===== src/rtl/i2c_pkg.sv =====
// i2c_pkg: shared FSM encoding, phase lengths and transaction shadow type for the I2C sequencer
package i2c_pkg;
   localparam logic [2:0] ST_IDLE = 3'd0;
   localparam logic [2:0] ST_MRST = 3'd1;
   localparam logic [2:0] ST_HDR  = 3'd2;
   localparam logic [2:0] ST_DATA = 3'd3;
   localparam logic [2:0] ST_STOP = 3'd4;
   localparam logic [2:0] ST_RESP = 3'd5;
   localparam logic [3:0] HDR_CYCLES  = 4'd10;
   localparam logic [3:0] BYTE_CYCLES = 4'd9;
   localparam logic [3:0] STOP_CYCLES = 4'd2;
   // master state numbering, for observers of the master itself
   localparam logic [3:0] M_IDLE        = 4'd0;
   localparam logic [3:0] M_START       = 4'd1;
   localparam logic [3:0] M_ADDRESS     = 4'd2;
   localparam logic [3:0] M_MODE        = 4'd3;
   localparam logic [3:0] M_ADDRESS_ACK = 4'd4;
   localparam logic [3:0] M_DATA        = 4'd5;
   localparam logic [3:0] M_DATA_ACK    = 4'd6;
   localparam logic [3:0] M_STOP        = 4'd7;
   localparam logic [3:0] M_DONE        = 4'd8;
   typedef struct packed {
      logic        rw;
      logic [6:0]  addr;
      logic [1:0]  nb;
      logic [31:0] wd;
   } txn_t;
endpackage


===== src/rtl/rr_arb2.sv =====
// rr_arb2: two-input round-robin arbiter; on a tie the requester not granted last wins
module rr_arb2 (
   input  logic       clk,
   input  logic       reset_n,
   input  logic       en,
   input  logic [1:0] req,
   output logic [1:0] gnt
);
   logic last;
   always_comb gnt = (req == 2'b11) ? (last ? 2'b01 : 2'b10) : req;
   always_ff @(posedge clk or negedge reset_n)
      if (!reset_n) last <= 1'b1;
      else if (en && |req) last <= gnt[1];
endmodule


===== src/rtl/i2c_sequencer.sv =====
// i2c_sequencer: arbitrates two transaction requesters and drives the I2C master with cycle-exact timing
module i2c_sequencer
   import i2c_pkg::*;
#(
   parameter int NBYTES_MAX = 4
) (
   input  logic                    clk,
   input  logic                    reset_n,
   input  logic [1:0]              req,
   input  logic [1:0]              rw,
   input  logic [6:0]              addr0,
   input  logic [6:0]              addr1,
   input  logic [1:0]              nbytes0,
   input  logic [1:0]              nbytes1,
   input  logic [8*NBYTES_MAX-1:0] wdata0,
   input  logic [8*NBYTES_MAX-1:0] wdata1,
   output logic [1:0]              ack,
   output logic [8*NBYTES_MAX-1:0] rdata,
   output logic                    nack_err,
   output logic                    m_reset_n,
   output logic                    m_en,
   output logic                    m_start,
   output logic                    m_stop,
   output logic                    m_mode,
   output logic [6:0]              m_address,
   output logic [7:0]              m_registor,
   input  logic [7:0]              m_data_out,
   input  logic                    sda_in
);
   logic [2:0] state;
   logic [3:0] cnt;
   logic [1:0] bytecnt;
   logic [1:0] gnt;
   logic       win;
   logic       act;
   txn_t       sh;
   rr_arb2 u_arb (
      .clk    (clk),
      .reset_n(reset_n),
      .en     (state == ST_IDLE),
      .req    (req),
      .gnt    (gnt)
   );
   always_comb act = (state == ST_HDR) || (state == ST_DATA) || (state == ST_STOP);
   always_ff @(posedge clk or negedge reset_n)
      if (!reset_n) begin
         state    <= ST_IDLE;
         cnt      <= '0;
         bytecnt  <= '0;
         sh       <= '0;
         win      <= 1'b0;
         rdata    <= '0;
         nack_err <= 1'b0;
      end else
         case (state)
            ST_IDLE: if (|req) begin
               state    <= ST_MRST;
               win      <= gnt[1];
               sh       <= gnt[1] ? {rw[1], addr1, nbytes1, wdata1} : {rw[0], addr0, nbytes0, wdata0};
               bytecnt  <= '0;
               rdata    <= '0;
               nack_err <= 1'b0;
            end
            ST_MRST: begin
               state <= ST_HDR;
               cnt   <= '0;
            end
            // last header cycle is the address ACK slot
            ST_HDR: if (cnt == HDR_CYCLES - 4'd1) begin
               cnt      <= '0;
               nack_err <= sda_in;
               state    <= sda_in ? ST_STOP : ST_DATA;
            end else cnt <= cnt + 4'd1;
            ST_DATA: if (cnt == BYTE_CYCLES - 4'd1) begin
               cnt <= '0;
               if (sh.rw) rdata[{bytecnt, 3'b000} +: 8] <= m_data_out;
               if (!sh.rw && sda_in) begin
                  nack_err <= 1'b1;
                  state    <= ST_STOP;
               end else if (bytecnt == sh.nb) state <= ST_STOP;
               else bytecnt <= bytecnt + 2'd1;
            end else cnt <= cnt + 4'd1;
            ST_STOP: if (cnt == STOP_CYCLES - 4'd1) state <= ST_RESP;
                     else cnt <= cnt + 4'd1;
            default: state <= ST_IDLE;
         endcase
   // master controls are registered copies of the current phase
   always_ff @(posedge clk or negedge reset_n)
      if (!reset_n) begin
         ack        <= '0;
         m_reset_n  <= 1'b0;
         m_en       <= 1'b0;
         m_start    <= 1'b0;
         m_stop     <= 1'b0;
         m_mode     <= 1'b0;
         m_address  <= '0;
         m_registor <= '0;
      end else begin
         ack        <= (state == ST_RESP) ? (win ? 2'b10 : 2'b01) : 2'b00;
         m_reset_n  <= state != ST_MRST;
         m_en       <= act;
         m_start    <= (state == ST_HDR) || (state == ST_DATA);
         m_stop     <= (state == ST_STOP) || ((state == ST_DATA) && (bytecnt == sh.nb));
         m_mode     <= act && sh.rw;
         m_address  <= act ? sh.addr : 7'd0;
         m_registor <= ((state == ST_HDR) || (state == ST_DATA)) ? sh.wd[{bytecnt, 3'b000} +: 8] : 8'd0;
      end
endmodule


===== config.mk =====
export PLATFORM = sky130hd
export DESIGN_NAME = i2c_sequencer
export DESIGN_NICKNAME = d
export VERILOG_FILES = /design/src/rtl/i2c_pkg.sv /design/src/rtl/rr_arb2.sv /design/src/rtl/i2c_sequencer.sv
export SDC_FILE = /design/constraint.sdc
export NUM_CORES = 1
export LEC_CHECK = 0
export CAP_MARGIN = 20
export CORE_MARGIN = 2
export CORE_UTILIZATION = 48
export DETAILED_ROUTE_END_ITERATION = 8
export PLACE_DENSITY = 0.81
export SYNTH_ARGS = -nofsm -noshare
export SYNTH_HDL_FRONTEND = slang
export SYNTH_SLANG_ARGS = --single-unit

===== constraint.sdc =====
create_clock -name clk -period 2.6 [get_ports clk]
set_clock_uncertainty 0.2 [all_clocks]
set_input_delay 0.26 -clock clk [delete_from_list [all_inputs] [get_ports clk]]
set_output_delay 0.26 -clock clk [all_outputs]
set_load 0.01 [all_outputs]

# [Word-level counts from Yosys, hierarchy flattened]
# Index checks and enable logic that the tools add are counted.
[totals] register_bits=108 in_bits=97 elab_cells=99
[classes] n_addsub=3 eq_ne=21 shifts=3 mux=34 n_reduce_logical=19
[ops] cell="$mux W32" count=3
[ops] cell="$pmux W32 S2" count=1
[ops] cell="$mux W42" count=1
[ops] cell="$bwmux W32" count=1
[ops] cell="$shift A8 B7 Y32 const A" count=1
[ops] cell="$shiftx A32 B6 Y8" count=1
[ops] cell="$shiftx A8 B7 Y32" count=1
[ops] cell="$mux W3" count=7
[ops] cell="$mux W2" count=8
[ops] cell="$pmux W4 S4" count=1
[ops] cell="$pmux W3 S5" count=1
[ops] cell="$reduce_and A5 Y1" count=3
[ops] cell="$mux W4" count=3
[ops] cell="$ne A2 B2 Y1 const B" count=5
[ops] cell="$eq A4 B4 Y1 const B" count=2
[ops] cell="$mux W8" count=1
[ops] cell="$ne A2 B1 Y1 const B" count=4
[ops] cell="$mux W7" count=1
[ops] cell="$neg A5 Y7" count=1
[ops] cell="$eq A3 B2 Y1 const B" count=2
[ops] cell="$eq A3 B3 Y1 const B" count=2
[ops] cell="$ne A3 B1 Y1 const B" count=2
[ops] cell="$add A4 B1 Y4 const B" count=1
[ops] cell="$eq A4 B1 Y1 const B" count=1
[ops] cell="other kinds (17)" count=26

# [Logic depth before layout (Yosys ltp)]
# Gate-level depths: netlist of run 1.
[logic_depth] ltp_word=6 ltp_mapped=8 ltp_nobuf=6

# [By module]
# From an unflattened synthesis of run 1, not the netlist that was laid out.
[hier_totals] hier_cells=479 hier_area_um2=5151.2
[modules_own_cells] module="i2c_sequencer" n_inst=1 cells_each=473 area_each_um2=5094.9
[modules_own_cells] module="rr_arb2" n_inst=1 cells_each=6 area_each_um2=56.3

# [Worst setup path before layout of run 1]
# Ideal clock, no wire load.
[synth_path] path_type="register -> register" from="register bytecnt[1]" to="register rdata[10]" arrival_ns=1.927 setup_slack_ns=0.394 path_stages_with_launch=8 n_path_buf=1 period_less_slack_ns=2.206 path_cell_list="dfrtp_1 -> clkbuf_1 -> inv_1 -> ha_1 -> inv_1 -> nor3_1 -> nand2_1 -> mux2i_1"
[synth_via] elab_chain_len=6 elab_cells_between_ends=7
[synth_rtl] item="from (decl)" line="i2c_sequencer.sv:32" text="logic [1:0] bytecnt;"
[synth_rtl] item="from (signal assigned)" line="i2c_sequencer.sv:81" text="else bytecnt <= bytecnt + 2'd1;"
[synth_rtl] item="$neg A5 Y7 *" line="i2c_sequencer.sv:76" text="if (sh.rw) rdata[{bytecnt, 3'b000} +: 8] <= m_data_out;"
[synth_rtl] item="$shiftx A8 B7 Y32 or $shift A8 B7 Y32 (tied branches)" line="i2c_sequencer.sv:76"
[synth_rtl] item="$bwmux W32 *" line="i2c_sequencer.sv:76"
[synth_rtl] item="$mux W32 *" line="i2c_sequencer.sv:76"
[synth_rtl] item="$mux W32 *" line="i2c_sequencer.sv:74" text="ST_DATA: if (cnt == BYTE_CYCLES - 4'd1) begin"
[synth_rtl] item="$pmux W32 S2 *" line="i2c_sequencer.sv:55" text="case (state)"
[synth_rtl] item="to (signal, indexed assignment)" line="i2c_sequencer.sv:76"
[synth_rtl] item="to (decl)" line="i2c_sequencer.sv:18" text="output logic [8*NBYTES_MAX-1:0] rdata,"
# Every way passes the cells marked *; elsewhere a longest branch is shown, timed or not. The select of a mux whose other input is x is not followed.
# A chain may end at the register's enable or synchronous reset.

# [Worst setup path in the final report of run 1]
[layout_path] from="register state[1]" to="register bytecnt[1]"
[layout_via] elab_chain_len=3 elab_cells_between_ends=9
[layout_rtl] item="from (decl)" line="i2c_sequencer.sv:30" text="logic [2:0] state;"
[layout_rtl] item="from (signal assigned)" line="i2c_sequencer.sv:72" text="state <= sda_in ? ST_STOP : ST_DATA;"
[layout_rtl] item="$eq A3 B2 Y1 or $logic_not A3 Y1 (tied branches)" line="i2c_sequencer.sv:55"
[layout_rtl] item="$ne A2 B2 Y1 (no source line) (tied with other cells)"
[layout_rtl] item="$reduce_and A5 Y1 (no source line)"
# Parallel ways exist; a longest one is shown, timed or not.

==> impl_metrics.csv, run 1 <==
group,metric,value,unit
critical_path,start_kind,"flip-flop",
clocking,clk_pin_slew,0.10,ns
die,ios,152,
cells_and_area,nets,744,
place,port_buffers,151,
clocking,postCtsHoldBufs,1,
yosys,yosys-top-cells-area,"dfrtp_1 (51%), mux2i_1 (14%), a21oi_1 (4.8%), nor2_1 (3.6%), mux4_2 (3.4%)",
min_path,hold_depth,1,
clocking,cts_setup_buffers,0,
yosys,yosys_register_bits,108,
timing,slew_viol_final,0,
die,start_util,48.6,%
yosys,synth_top_area_cell,"dfrtp_1",
critical_path,r2r_end,"bytecnt[1]$_DFFE_PN0P_",
global_routing,antenna_found_initial,0,
clocking,root_buffer,"clkbuf_8",
place,dp_hpwl,8650,um
timing,finalHoldViolations,0,
cells_and_area,fin_util,65.8,%
min_path,worstHoldStart,"win$_DFFE_PN0P_",
critical_path,path_cells,"nor4_1 -> a311oi_1 -> and3_1 -> a32o_1",
min_path,hold_class,"flip-flop to flip-flop",
timing,fin_crit,2.26,ns
yosys,seq_area_frac_synth,51.8,%
cells_and_area,seq_area,0.00270,mm^2
route,wl_per_cell,14.9,um
cells_and_area,fill_cells,850,
global_routing,grt_util_met1,29.1,%
global_routing,grt_pass1_vias,3960,
critical_path,rr_worst_depth,4,
route,drt-initial-drc-count,223,
clocking,cts.sinks,108,
yosys,yosysUniqueCellTypes,48,
run,maxCapViolations,0,
power_and_ir_drop,ir_drop,0.000450,V
global_routing,grt_max_degree,109,
die,core,0.0107,mm^2
route,wirelength,11700,um
global_routing,grt.overflow.total,0,
cells_and_area,drive_gt1_share,6.99,%
power_and_ir_drop,p_leak,3.07,nW
die,die_area,0.0117,mm^2
cells_and_area,final_common_cell,"clkdlybuf4s50_1",
critical_path,cp.required,2.65,ns
route,routed_via_density,5.11,
clocking,cts_tree,"done",
timing,fin_crit_sh,86.7,%
global_routing,grt.busiest_layer,"met2",
timing,fmax,443,MHz
clocking,cts_buffer_depth,2,
yosys,yosys_warnings,0,
clocking,htreeDepth,3,
die,dieHeight,108,um
critical_path,endpoint_kind,"flip-flop",
yosys,syn_area_per_cell,10.6,um^2
yosys,syn_inst,494,
cells_and_area,multiInputGateArea,0.00224,mm^2
timing,rsz0062_at_grt,"no",
place,gp_congestion,0.867,
die,rows,38,
outcome,status,"complete, no violations",
min_path,holdPathEnd,"ack[0]$_DFF_PN0_",
route,ant_nets,0,
yosys,synth_async_sr_flop_share,100,%
global_routing,grt.total_usage,21.0,%
timing,worst_slew_pin_slew,0.763,ns
die,die_x,108,um
timing,slew_headroom,48.7,%
cells_and_area,diodes,0,
clocking,clk_latency,0.36,ns
yosys,ys.flop_type,"dfrtp_1",
timing,setup_viol,0,
clocking,numCtsBuffers,9,
timing,fin_setup_tns,0,ns
power_and_ir_drop,totalPowerFinal,0.00661,W
yosys,synth_top_area_share,51.3,%
yosys,synth_edf_count,0,
global_routing,grt_pass1_wl,19100,um
power_and_ir_drop,powerDensity,934,mW/mm^2
critical_path,reg2reg_slack,0.34,ns
global_routing,met3_usage,4.52,%
cells_and_area,final_cell_mix,"clkdlybuf4s50_1 (150), dfrtp_1 (107), mux2i_1 (75), nor2_1 (50), a21oi_1 (50)",
critical_path,critical_path_arrival,2.31,ns
route,drt_pass1_iterations,4,
route,vias,4004,
route,drc,0,
critical_path,critPathKind,"flip-flop to flip-flop",
clocking,cts-resized-gates,0,
place,placed_area,0.00689,mm^2
cells_and_area,fin_area,0.00708,mm^2
yosys,synth.cell_area,0.00522,mm^2
critical_path,path_max_fanout,16,
global_routing,grt_use_met2,33.7,%
cells_and_area,area_growth_syn_to_layout,35.4,%
critical_path,timing.rr.start,"state[1]$_DFFE_PN0P_",
critical_path,max_stage_delay,0.74,ns
yosys,postSynthNetCount,599,
critical_path,cpMaxStageDelayCell,"nor4_1",
[cell usage after synthesis (4+ instances only)]
cell type	count
a21o_1	4
a21oi_1	50
and2_1	17
buf_2	16
clkbuf_1	4
dfrtp_1	107
ha_1	8
inv_1	44
mux2i_1	75
mux4_2	8
nand2_1	40
nand2_2	4
nand2b_1	4
nand3b_1	6
nor2_1	50
nor3_1	6
o21ai_0	7
[kinds of logic after synthesis]
kind of cell | synth area share [%]
adder cells (fa/ha/maj) | 1.92
buffers and inverters | 5.77
AO/OA/AOI/OAI | 9.03
AND/OR/NAND/NOR | 13.0
XOR/XNOR | 0.671
multiplexers | 17.8
flip-flops | 51.8
[sequential cells by signal (all words and copies together), names as in the netlist]
signal and flops:
m_address 7, bytecnt 2, m_mode 1, nack_err 1, win 1, ack 2, u_arb.last 1, cnt 4
rdata 32, sh 42, m_reset_n 1, m_stop 1, state 3, m_start 1, m_registor 8, m_en 1
[routing by layer]
layer  up-vias  wire, um  share of wire (%)
met5         -         0                  0
met4         0       122                1.0
met3        10       770                6.6
met2       144      5570                 48
met1      1907      5190                 45
li1       1943         -                  -
[final cells by class]
| class | instances | share of cell area [%] |
|---|---|---|
| clock buffers | 11 | 2.00 |
| clock inverters | 5 | 0.531 |
| inverters | 44 | 2.33 |
| multi-input cells | 316 | 31.6 |
| flip-flops and latches | 108 | 38.2 |
| well taps | 140 | 2.48 |
| repair buffers | 160 | 22.8 |
[stage by stage]
step / std cells / setup slack (ns) / hold slack (ns)
global placement: 767 / 0.300 / 0.174
global route: 784 / 0.196 / 0.263
detailed placement: 767 / 0.229 / 0.177
floorplan: 494 / 0.394 / -0.236
CTS: 784 / 0.346 / 0.238
finish: 784 / 0.345 / 0.245
[power by group]
part / total, W / switching (W) / internal [W] / leakage, nW
Sequential: 0.00268 / 0.000400 / 0.00228 / 1.33
Clock: 0.000928 / 0.000551 / 0.000377 / 0.0855
Combinational: 0.00300 / 0.00150 / 0.00150 / 1.65
[how the worst max path moves through the flow]
stage                     slack [ns]                   start  cells past startpoint                     end
final                           0.34    state[1]$_DFFE_PN0P_                      4  bytecnt[1]$_DFFE_PN0P_
after global routing            0.20    state[1]$_DFFE_PN0P_                      4  bytecnt[1]$_DFFE_PN0P_
after CTS                       0.35    state[1]$_DFFE_PN0P_                      4  bytecnt[1]$_DFFE_PN0P_
after detailed placement        0.23                  req[1]                      5  bytecnt[1]$_DFFE_PN0P_
after global placement          0.30                  req[1]                      5  bytecnt[1]$_DFFE_PN0P_
after floorplan                 0.39  bytecnt[1]$_DFFE_PN0P_                      7   rdata[10]$_DFFE_PN0P_
[worst max-delay path, delay by kind of cell, from the launching register on]
kind	cells	cell delay [ns]
DFF	1	0.56
AOI/OAI and AO/OA	2	0.42
and+or+nand+nor	2	0.98
No activity file was read; power rests on OpenSTA's default activity.
==> run 2: changes to the inputs <==
CORE_UTILIZATION = 49   (was 48)
CTS_BUF_LIST = sky130_fd_sc_hd__clkbuf_8   (was default)
PLACE_DENSITY = 0.82   (was 0.81)
REMOVE_ABC_BUFFERS = 1   (was default)
==> run 2 against run 1 <==
Count of clock-buffer cells in the layout decreased by 2. Worst hold slack got worse by 0.019 ns. Core utilization increased by 2.9 points. Sequential power about the same. Die area decreased by 2.0%. Via count increased by 2.0%. Wire length increased by 0.93%. Critical path type unchanged. Highest routed layer unchanged.
==> impl_metrics.csv, run 2 (same netlist as run 1, synthesis figures left out) <==
group,metric,value,unit
place,post-place-ws,0.236,ns
critical_path,endpoint_kind,"flip-flop",
cells_and_area,fill_cells,773,
critical_path,path_max_fanout,16,
cells_and_area,multiInputGateArea,0.00224,mm^2
route,drt-initial-drc-count,214,
power_and_ir_drop,ir_drop,0.000576,V
global_routing,grt_max_degree,86,
global_routing,antenna_found_initial,0,
clocking,numCtsBuffers,9,
min_path,hold_class,"input port to asynchronous set/reset pin",
clocking,cts_buffer_depth,2,
clocking,cts_tree,"done",
critical_path,start_kind,"flip-flop",
die,rows,37,
place,gp_congestion,0.847,
power_and_ir_drop,p_leak,3.10,nW
route,drc,0,
route,ant_nets,0,
route,vias,4084,
cells_and_area,fin_util,68.8,%
route,drt_pass1_iterations,4,
cells_and_area,fin_cells,782,
timing,rsz0062_at_grt,"no",
cells_and_area,largestRegisters,"sh: 42 flops, rdata: 32 flops, m_registor: 8 flops",
timing,holdWs,0.226,ns
timing,slew_headroom,50.1,%
cells_and_area,largest_reg_flops,42,
timing,finalHoldViolations,0,
place,dp_hpwl,8910,um
critical_path,max_stage_delay,0.73,ns
clocking,clk_pin_slew,0.10,ns
clocking,clk_latency,0.37,ns
global_routing,grt_pass1_wl,19400,um
route,wirelength,11800,um
global_routing,grt_pass1_vias,4180,
cells_and_area,final_common_cell,"clkdlybuf4s50_1",
die,start_util,50.6,%
power_and_ir_drop,internal_power,0.00423,W
clocking,root_buffer,"clkbuf_8",
timing,setup_ws,0.346,ns
critical_path,critical_path_arrival,2.32,ns
die,core,0.0103,mm^2
timing,fin_crit,2.25,ns
power_and_ir_drop,pwr-share-comb,44.6,%
power_and_ir_drop,seqPwrFrac,40.2,%
place,port_buffers,151,
global_routing,grt.overflow.total,0,
critical_path,cpMaxStageDelayCell,"nor4_1",
run,maxCapViolations,0,
power_and_ir_drop,swShare,36.7,%
outcome,status,"complete, no violations",
critical_path,crit_family,"simple AND/OR/NAND/NOR gates",
power_and_ir_drop,pwr-share-clk,15.2,%
cells_and_area,seq_area,0.00270,mm^2
clocking,cts.sinks,108,
timing,slew_viol_final,0,
clocking,htreeDepth,3,
die,ios,152,
cells_and_area,diodes,0,
cells_and_area,area_growth_syn_to_layout,35.9,%
timing,fin_crit_sh,86.7,%
route,wl_per_cell,15.0,um
timing,fmax,444,MHz
place,dp.cells,765,
critical_path,critPathKind,"flip-flop to flip-flop",
clocking,cts-resized-gates,0,
global_routing,grt.total_usage,21.7,%
timing,worst_slew_pin_slew,0.742,ns
critical_path,path_cells,"nor4_1 -> a311oi_1 -> and3_1 -> a32o_1",
cells_and_area,final_cell_mix,"clkdlybuf4s50_1 (150), dfrtp_1 (107), mux2i_1 (75), nor2_1 (50), a21oi_1 (50)",
cells_and_area,nets,746,
die,die_area,0.0115,mm^2
timing,setup_viol,0,
cells_and_area,top_register,"sh",
critical_path,worst-path-buf-inv,0,
power_and_ir_drop,p_sw,0.00245,W
die,die_x,107,um
cells_and_area,drive_gt1_share,7.12,%
power_and_ir_drop,powerDensity,941,mW/mm^2
route,routed_via_density,5.22,
die,dieHeight,107,um
critical_path,cp.required,2.67,ns
## run 2: power by group through the flow
stage	clock [W]	combinational, W	sequential [W]
2_1_floorplan	0	0.00187	0.00273
3_3_place_gp	0	0.00289	0.00268
3_5_place_dp	0	0.00298	0.00272
4_1_cts	0.00104	0.00301	0.00269
5_1_grt	0.00109	0.00329	0.00277
6_report	0.00101	0.00298	0.00269
## run 2: final cells by class
type	count	share of cell area (%)
Tap cell	136	2.40
Sequential cell	108	38.1
Multi-Input combinational cell	316	31.5
Clock buffer	9	1.75
Clock inverter	7	0.952
Inverter	44	2.33
Timing Repair Buffer	162	23.0
## run 2: final timing paths
| check | end | from | slack [ns] | cells past startpoint |
|---|---|---|---|---|
| worst max-delay path | bytecnt[1]$_DFFE_PN0P_ | state[1]$_DFFE_PN0P_ | 0.35 | 4 |
| worst min-delay path | rdata[21]$_DFFE_PN0P_ | reset_n | 0.23 | 2 |
| worst max register to register | bytecnt[1]$_DFFE_PN0P_ | state[1]$_DFFE_PN0P_ | 0.35 | 4 |
| worst min register to register | ack[0]$_DFF_PN0_ | win$_DFFE_PN0P_ | 0.23 | 1 |
| max in group asynchronous | m_registor[7]$_DFF_PN0_ | reset_n | 1.22 | 3 |
| min in group clk | ack[0]$_DFF_PN0_ | win$_DFFE_PN0P_ | 0.23 | 1 |
## run 2: timing repair
| item | in CTS | in global routing |
|---|---|---|
| hold buffers | 1 | 0 |
| buffers inserted | 0 | 0 |
| hold endpoints to repair | 43 | 0 |
## run 2: layer usage
layer  vias to the layer above  wire length, um  GRT usage (%)
li1                       1956                -              -
met4                         0              324           9.74
met1                      1932             4930           28.1
met2                       171             5680           35.5
met3                        25              826           4.12
met5                         -                0              0
## run 2: metrics by stage
stage                     instance area (um^2)  setup TNS, ns  power [W]
after floorplan                           5090        -135.89    0.00460
after global placement                    6900              0    0.00557
after detailed placement                  6900              0    0.00570
after CTS                                 7100              0    0.00674
after global routing                      7100              0    0.00715
final                                     7100              0    0.00668
==> run 3: changes to the inputs <==
CELL_PAD_IN_SITES_DETAIL_PLACEMENT = 0   (was default)
CELL_PAD_IN_SITES_GLOBAL_PLACEMENT = 1   (was default)
CORE_UTILIZATION = 38   (was 49)
PLACE_DENSITY = default   (was 0.82)
PLACE_DENSITY_LB_ADDON = 0.1   (was default)
==> run 3 against run 2 <==
Cell count is 5.5% higher. Die area is 28% higher. Total power is 3.0% higher. Count of clock-buffer cells in the layout is 1 higher. Largest cell class unchanged. Wire length is 2.5% higher. Clock power is 13% higher. Sequential power is 1% lower. Largest power group unchanged.
==> impl_metrics.csv, run 3 (same netlist as run 1, synthesis figures left out) <==
group,metric,value,unit
outcome,status,"complete, no violations",
clocking,clk_latency,0.37,ns
clocking,root_buffer,"clkbuf_8",
critical_path,cp.required,2.66,ns
cells_and_area,diodes,0,
die,dieHeight,121,um
timing,fmax,449,MHz
clocking,cts.sinks,108,
global_routing,antenna_found_initial,0,
cells_and_area,largest_reg_flops,42,
place,dp.cells,808,
timing,worst_slew_pin_slew,0.686,ns
place,gp_congestion,0.814,
global_routing,grt.overflow.total,0,
power_and_ir_drop,p_leak,3.13,nW
critical_path,critical_path_arrival,2.28,ns
clocking,cts_buffer_depth,2,
power_and_ir_drop,ir_drop,0.000377,V
cells_and_area,fin_cells,825,
clocking,cts_tree,"done",
die,die_x,121,um
timing,setup_viol,0,
power_and_ir_drop,totalPowerFinal,0.00688,W
die,rows,42,
cells_and_area,area_growth_syn_to_layout,38.4,%
clocking,cts-resized-gates,0,
place,port_buffers,151,
route,routed_via_density,4.84,
place,placed_area,0.00699,mm^2
power_and_ir_drop,powerDensity,952,mW/mm^2
route,drt-initial-drc-count,235,
die,start_util,39.1,%
route,drc,0,
cells_and_area,top_register,"sh",
timing,fin_crit_sh,85.6,%
cells_and_area,final_common_cell,"clkdlybuf4s50_1",
route,wirelength,12100,um
die,ios,152,
clocking,htreeDepth,3,
route,wl_per_cell,14.6,um
min_path,hold_class,"flip-flop to flip-flop",
timing,slew_viol_final,0,
route,drt_pass1_iterations,4,
global_routing,grt_pass1_wl,19300,um
cells_and_area,drive_gt1_share,7.70,%
critical_path,cpMaxStageDelayCell,"nor4_1",
die,core,0.0133,mm^2
critical_path,path_cells,"nor4_1 -> a311oi_1 -> and3_1 -> a32o_1",
die,die_area,0.0147,mm^2
timing,rsz0062_at_grt,"no",
place,dp_hpwl,8700,um
clocking,clk_pin_slew,0.10,ns
critical_path,critPathKind,"flip-flop to flip-flop",
global_routing,grt.total_usage,17.0,%
cells_and_area,final_cell_mix,"clkdlybuf4s50_1 (150), dfrtp_1 (107), mux2i_1 (75), nor2_1 (50), a21oi_1 (50)",
timing,fin_crit,2.23,ns
timing,slew_headroom,53.8,%
cells_and_area,fill_cells,1264,
global_routing,grt_max_degree,109,
run,maxCapViolations,0,
route,vias,3995,
cells_and_area,nets,749,
timing,finalHoldViolations,0,
global_routing,grt_pass1_vias,3856,
cells_and_area,fin_area,0.00723,mm^2
critical_path,max_stage_delay,0.69,ns
critical_path,start_kind,"flip-flop",
critical_path,path_max_fanout,15,
critical_path,endpoint_kind,"flip-flop",
cells_and_area,largestRegisters,"sh: 42 flops, rdata: 32 flops, m_registor: 8 flops",
route,ant_nets,0,
clocking,numCtsBuffers,9,
run 3: critical path, delay by kind of cell, from the launching register on:
| kind | cells | cell delay (ns) |
|---|---|---|
| AND/OR/NAND/NOR | 2 | 0.92 |
| flip-flops | 1 | 0.56 |
| AO/OA/AOI/OAI | 2 | 0.43 |
run 3: layout make-up:
cell class	instances	area, um^2	share of cell area (%)
clock buffer	10	138	1.90
inverter	44	165	2.28
multi-input combinational	316	2240	30.9
timing repair buffer	165	1680	23.2
sequential	108	2700	37.4
tap	176	220	3.05
clock inverter	6	86.3	1.19
run 3: timing repair:
item                                   in CTS  in global routing
setup buffers                               0                  0
endpoints found under the hold margin     107                  0
hold buffers                                1                  0
run 3: metal layers:
layer  wire length (um)  up-vias  part of all wire, %  global-route usage (%)
met5                  0        -                    0                       0
met4                165        0                  1.4                    5.82
met3                725       11                  6.0                    4.89
met2               5720      116                   47                    25.8
met1               5450     1909                   45                    23.5
li1                   -     1959                    -                       -
run 3: final timing paths:
check	start	endpoint	slack (ns)	depth (start not counted)
worst max-delay path	state[0]$_DFFE_PN0P_	bytecnt[1]$_DFFE_PN0P_	0.37	4
worst min-delay path	win$_DFFE_PN0P_	ack[0]$_DFF_PN0_	0.24	1
worst max register to register	state[0]$_DFFE_PN0P_	bytecnt[1]$_DFFE_PN0P_	0.37	4
worst min register to register	win$_DFFE_PN0P_	ack[0]$_DFF_PN0_	0.24	1
max in group asynchronous	reset_n	sh[13]$_DFFE_PN0P_	1.45	3
min in group asynchronous	reset_n	cnt[3]$_DFFE_PN0P_	0.28	3
run 3: per-stage QoR:
step                setup TNS (ns)  setup WS, ns  util [%]  hold slack (ns)
floorplan                  -135.89         -3.17         -           -0.236
global placement                 0         0.298      52.4            0.182
detailed placement               0         0.293      52.4            0.189
CTS                              0         0.389      54.2            0.237
global route                     0         0.250      54.2            0.265
finish                           0         0.374      54.2            0.236
run 3: where the power goes:
part           internal [W]  switching, W  leakage [nW]
clock network      0.000570      0.000574         0.118
registers           0.00228      0.000375          1.33
logic               0.00157       0.00152          1.68
